--- config.mk ---
export PLATFORM = sky130hd
export DESIGN_NAME = vga_frame_sequencer
export DESIGN_NICKNAME = d
export VERILOG_FILES = /design/src/rtl/vga_pkg.sv /design/src/rtl/vga_frame_sequencer_rise_detect.sv /design/src/rtl/vga_frame_sequencer.sv
export SDC_FILE = /design/constraint.sdc
export NUM_CORES = 1
export LEC_CHECK = 0
export BUFFER_PORTS_ARGS = -buffer_cell sky130_fd_sc_hd__buf_2
export CAP_MARGIN = 20
export CORE_UTILIZATION = 53
export CTS_CLUSTER_SIZE = 40
export DETAILED_ROUTE_END_ITERATION = 7
export HOLD_SLACK_MARGIN = 0.1
export MAX_ROUTING_LAYER = met4
export PLACE_DENSITY = 0.94
export RECOVER_POWER = 50
export SLEW_MARGIN = 10
export SYNTH_ARGS = -nofsm -noshare
export SYNTH_HDL_FRONTEND = slang
export SYNTH_SLANG_ARGS = --single-unit
export TNS_END_PERCENT = 20
--- constraint.sdc ---
create_clock -name clk_25MHz -period 2.8 [get_ports clk_25MHz]
set_input_delay 0.84 -clock clk_25MHz [delete_from_list [all_inputs] [get_ports clk_25MHz]]
set_output_delay 0.84 -clock clk_25MHz [all_outputs]
set_load 0.005 [all_outputs]
--- src/rtl/vga_pkg.sv ---
// Shared VGA constants and the frame-sequencer state encoding.
package vga_pkg;

  localparam int H_ACTIVE_DEFAULT    = 640;
  localparam int V_ACTIVE_DEFAULT    = 480;
  localparam int BLOCK_SIZE_DEFAULT  = 32;
  localparam int STEP_FRAMES_DEFAULT = 32;

  localparam int COORD_W = 11;
  localparam int STEPS_W = 6;

  typedef enum logic {
    IDLE   = 1'b0,
    MOVING = 1'b1
  } seq_state_t;

endpackage

--- src/rtl/vga_frame_sequencer_rise_detect.sv ---
// Rising-edge detector: pulse is high while in is 1 and was 0 one cycle ago.
module rise_detect (
  input  logic clk_25MHz,
  input  logic reset_n,
  input  logic in,
  output logic pulse
);

  logic in_q;

  // Registered copy of the input, cleared by reset.
  always_ff @(posedge clk_25MHz or negedge reset_n) begin
    if (!reset_n) in_q <= 1'b0;
    else          in_q <= in;
  end

  assign pulse = in & ~in_q;

endmodule

--- src/rtl/vga_frame_sequencer.sv ---
// Frame-synchronous mode latch and block-move animator.
// Handshake: none; move is a level whose 0->1 transition requests one
// animation of STEP_FRAMES steps, one step per frame_tick. A request made
// while animating is held in a single pending slot; extra requests are dropped.
module vga_frame_sequencer
  import vga_pkg::*;
#(
  parameter int H_ACTIVE    = H_ACTIVE_DEFAULT,
  parameter int V_ACTIVE    = V_ACTIVE_DEFAULT,
  parameter int BLOCK_SIZE  = BLOCK_SIZE_DEFAULT,
  parameter int STEP_FRAMES = STEP_FRAMES_DEFAULT
) (
  input  logic        clk_25MHz,
  input  logic        reset_n,
  input  logic [1:0]  select,
  input  logic        move,
  input  logic [10:0] hcount,
  input  logic [10:0] vcount,
  output logic [1:0]  mode,
  output logic [10:0] block_x,
  output logic [10:0] block_y,
  output logic        busy,
  output logic        frame_tick
);

  localparam logic [10:0]  X_LAST     = 11'(H_ACTIVE - BLOCK_SIZE);
  localparam logic [10:0]  Y_LAST     = 11'(V_ACTIVE - BLOCK_SIZE);
  localparam logic [10:0]  V_BLANK    = 11'(V_ACTIVE);
  localparam logic [10:0]  BLK        = 11'(BLOCK_SIZE);
  localparam logic [STEPS_W-1:0] STEPS_INIT = STEPS_W'(STEP_FRAMES);

  seq_state_t          state, state_next;
  logic [STEPS_W-1:0]  steps_left, steps_next;
  logic                pending, pending_next;
  logic [10:0]         x_next, y_next;
  logic [10:0]         x_step, y_step;
  logic                move_rise;

  rise_detect u_rise (
    .clk_25MHz (clk_25MHz),
    .reset_n   (reset_n),
    .in        (move),
    .pulse     (move_rise)
  );

  assign busy = (state == MOVING);

  // Frame boundary pulse one cycle after the first pixel of vertical blank.
  always_ff @(posedge clk_25MHz or negedge reset_n) begin
    if (!reset_n) frame_tick <= 1'b0;
    else          frame_tick <= (hcount == 11'd0) && (vcount == V_BLANK);
  end

  // Mode only follows the switches at frame boundaries to avoid tearing.
  always_ff @(posedge clk_25MHz or negedge reset_n) begin
    if (!reset_n)        mode <= 2'd0;
    else if (frame_tick) mode <= select;
  end

  // Position of the block after one step, wrapping right edge then bottom edge.
  always_comb begin
    x_step = block_x + 11'd1;
    y_step = block_y;
    if (block_x == X_LAST) begin
      x_step = 11'd0;
      y_step = (block_y == Y_LAST) ? 11'd0 : block_y + BLK;
    end
  end

  // Animation FSM: next state, step counter, pending slot and position.
  always_comb begin
    state_next   = state;
    steps_next   = steps_left;
    pending_next = pending;
    x_next       = block_x;
    y_next       = block_y;
    case (state)
      IDLE: begin
        // A rise coincident with a tick starts the animation without stepping.
        if (move_rise) begin
          state_next   = MOVING;
          steps_next   = STEPS_INIT;
          pending_next = 1'b0;
        end
      end
      MOVING: begin
        if (frame_tick) begin
          x_next     = x_step;
          y_next     = y_step;
          steps_next = steps_left - 1'b1;
          if (steps_left == 1) begin
            if (pending || move_rise) begin
              steps_next   = STEPS_INIT;
              pending_next = 1'b0;
            end else begin
              state_next = IDLE;
            end
          end else if (move_rise) begin
            pending_next = 1'b1;
          end
        end else if (move_rise) begin
          pending_next = 1'b1;
        end
      end
      default: state_next = IDLE;
    endcase
  end

  // State and datapath registers.
  always_ff @(posedge clk_25MHz or negedge reset_n) begin
    if (!reset_n) begin
      state      <= IDLE;
      steps_left <= '0;
      pending    <= 1'b0;
      block_x    <= 11'd0;
      block_y    <= 11'd0;
    end else begin
      state      <= state_next;
      steps_left <= steps_next;
      pending    <= pending_next;
      block_x    <= x_next;
      block_y    <= y_next;
    end
  end

endmodule

==> flow_summary.json <==
{
  "synth.yosys.seq_area_share": 0.480,
  "powerDensity_nw_per_um2": 387,
  "area_delta_synth_final_pct": 19.4,
  "hold_slack_ns": 0.511,
  "finalHoldViolCount": 0,
  "critPathMaxFanout": 9,
  "reg2reg_depth": 5,
  "syn_inst": 149,
  "root_buffer": "clkbuf_4",
  "synthFlopType": "dfrtp_1",
  "fin_area_um2": 1810,
  "peakVddDrop_mv": 0.338,
  "antenna_found_initial": 0,
  "hold_end": "block_x[10]",
  "setup_violations": 0,
  "grt_usage": 0.230,
  "cts_buffers": 5,
  "finClkSkew_ns": 0.00692,
  "path_class": "flop to flop",
  "fmax_mhz": 499,
  "cp-end-kind": "flop",
  "ys_async_sr_fraction": 1.00,
  "synth_edf_count": 0,
  "drv_slew": 29,
  "diodes": 0,
  "period_minus_slack_ns": 2.00,
  "drt_iter0_drc": 42,
  "power.leakage_uw": 0.000909,
  "r2r-end": "block_y[8]",
  "yosysWarnings": 0,
  "ctsHoldBuffers": 0,
  "vias": 1316,
  "place.gp.congestion": 0.890,
  "min_path_cells": 1,
  "tightest_slew_ns": 1.51,
  "status": "finished, violations left",
  "cts.clk_slew.worst_paths_ns": 0.10,
  "synth_most_common_cell": "dfrtp_1",
  "cts_tree": "done",
  "multi_input_area_um2": 721,
  "synth.avg_cell_area_um2": 10.2,
  "cts_sinks": 29,
  "drive_gt1_frac": 0.290,
  "route.met3.wl_um": 206,
  "worstReg2RegStart": "block_x[8]",
  "rsz0062_at_grt": "no",
  "yosysTopAreaCellShare": 0.480,
  "avgRoutedWirePerCell_um": 13.1,
  "seq_area_um2": 726,
  "cts_resized": 0,
  "startpoint": "block_x[8]",
  "synth.area.top_cells": "dfrtp_1, ha_1, xnor2_1",
  "h-tree-depth": 2,
  "clock_tree.buffer_depth": 2,
  "fillers": 229,
  "cts_setup_buffers": 0,
  "dr_wl_met2_um": 1540,
  "fp.dieH_um": 55.4,
  "start_util": 0.553,
  "layout.nets": 231,
  "syn_area_um2": 1510,
  "setup_tns_ns": 0,
  "max_cap_viol_count": 1,
  "io_buffers": 47,
  "r2r_slack_ns": 0.80,
  "cp.required_ns": 3.03,
  "core_um2": 2730,
  "arrival_ns": 2.23,
  "start_kind": "flop",
  "yosysTopAreaCell": "dfrtp_1",
  "min_from": "block_x[10]",
  "rows": 19,
  "slew_headroom": -0.00378,
  "dr.pass1.iters": 4,
  "grt_max_degree": 30,
  "ys_ff_latch": 29,
  "grt_pass1_vias": 1287,
  "die_x_um": 55.4,
  "post_dp_cell_area_um2": 1750,
  "violations": "max-capacitance violations, max-slew violations",
  "grt_pass1_wl_um": 5280,
  "min_period_over_period": 0.715,
  "drc": 0,
  "ys_types": 42,
  "ant_nets": 0,
  "io_pins": 53,
  "ys_top_cells_by_count": "dfrtp_1, nand2_1, o21ai_0",
  "wl_um": 3020,
  "viasPerCell": 5.70,
  "clock_latency_ns": 0.33,
  "met1_length_um": 1220,
  "dp_hpwl_um": 2280,
  "routed.top_layer": "met4",
  "fp.dieArea_um2": 3070,
  "holdCritPathClass": "flop to flop",
  "gr-total-overflow": 0
}
routing by layer:
metal | GRT usage | up-vias
li1 | - | 626
met1 | 0.242 | 623
met2 | 0.386 | 61
met3 | 0.0796 | 6
met4 | 0.111 | 0
met5 | - | -
worst max-delay path by stage:
stage                    endpoint  slack, ns  cells past startpoint
global route          block_y[10]       0.66                      5
floorplan           steps_left[4]       0.95                      4
finish                 block_y[8]       0.80                      5
detailed placement  steps_left[4]       0.66                      5
CTS                    block_y[8]       0.78                      5
global placement    steps_left[4]       0.73                      5
power by group:
| group | internal (uW) | total (uW) | switching [uW] |
|---|---|---|---|
| clock network | 94.4 | 246 | 151 |
| registers | 420 | 421 | 0.976 |
| logic | 14.8 | 32.0 | 17.1 |
cell usage in the layout, fill, tap and decap left out, types with 3 or more instances in the layout:
master | synthesis | routed
a21oi_1 | 4 | 4
and3_1 | 3 | 3
buf_2 | 2 | 45
clkbuf_4 | 0 | 5
conb_1 | 1 | 5
dfrtp_1 | 29 | 29
ha_1 | 5 | 5
inv_1 | 7 | 7
nand2_1 | 12 | 12
nand2b_1 | 3 | 3
nand3_1 | 7 | 7
nand4_1 | 4 | 4
nor2_1 | 7 | 7
nor3_1 | 4 | 4
nor4_1 | 4 | 4
o21ai_0 | 9 | 9
xnor2_1 | 6 | 6
xor2_1 | 5 | 5
cell type report:
class,count,area share
Inverter,7,0.0145
Clock inverter,3,0.00970
Sequential cell,29,0.402
Multi-Input combinational cell,108,0.399
Timing Repair Buffer,48,0.133
Clock buffer,5,0.0208
Tap cell,31,0.0215
registers in the layout (all words and copies together), names as in the netlist:
name,flops
steps_left,6
block_x,11
u_rise.in_q,1
busy,1
block_y,6
frame_tick,1
mode,2
pending,1
worst max-delay path, stage by stage (launching register included):
cell and delay (ns):
dfrtp_1 0.44, or4_4 0.56, nor4_4 0.39, buf_4 0.25
a21boi_0 0.17, o21ai_0 0.09
cell families after synthesis:
family,synth area share
buffers and inverters,0.0538
other,0.00248
AOI/OAI and AO/OA,0.0935
muxes,0.0356
DFF,0.480
adders and majority gates,0.0414
and+or+nand+nor,0.230
xor gates and xnor gates,0.0637
metrics by stage:
stage,std cells,setup slack (ns),total power (uW),util
6_report,231,0.797,699,0.661
4_1_cts,231,0.779,708,0.662
2_1_floorplan,153,0.950,440,-
5_1_grt,231,0.656,734,0.661
3_5_place_dp,223,0.657,462,0.642
3_3_place_gp,223,0.730,461,0.642
Note: power is estimated with default switching activity, not from simulation.
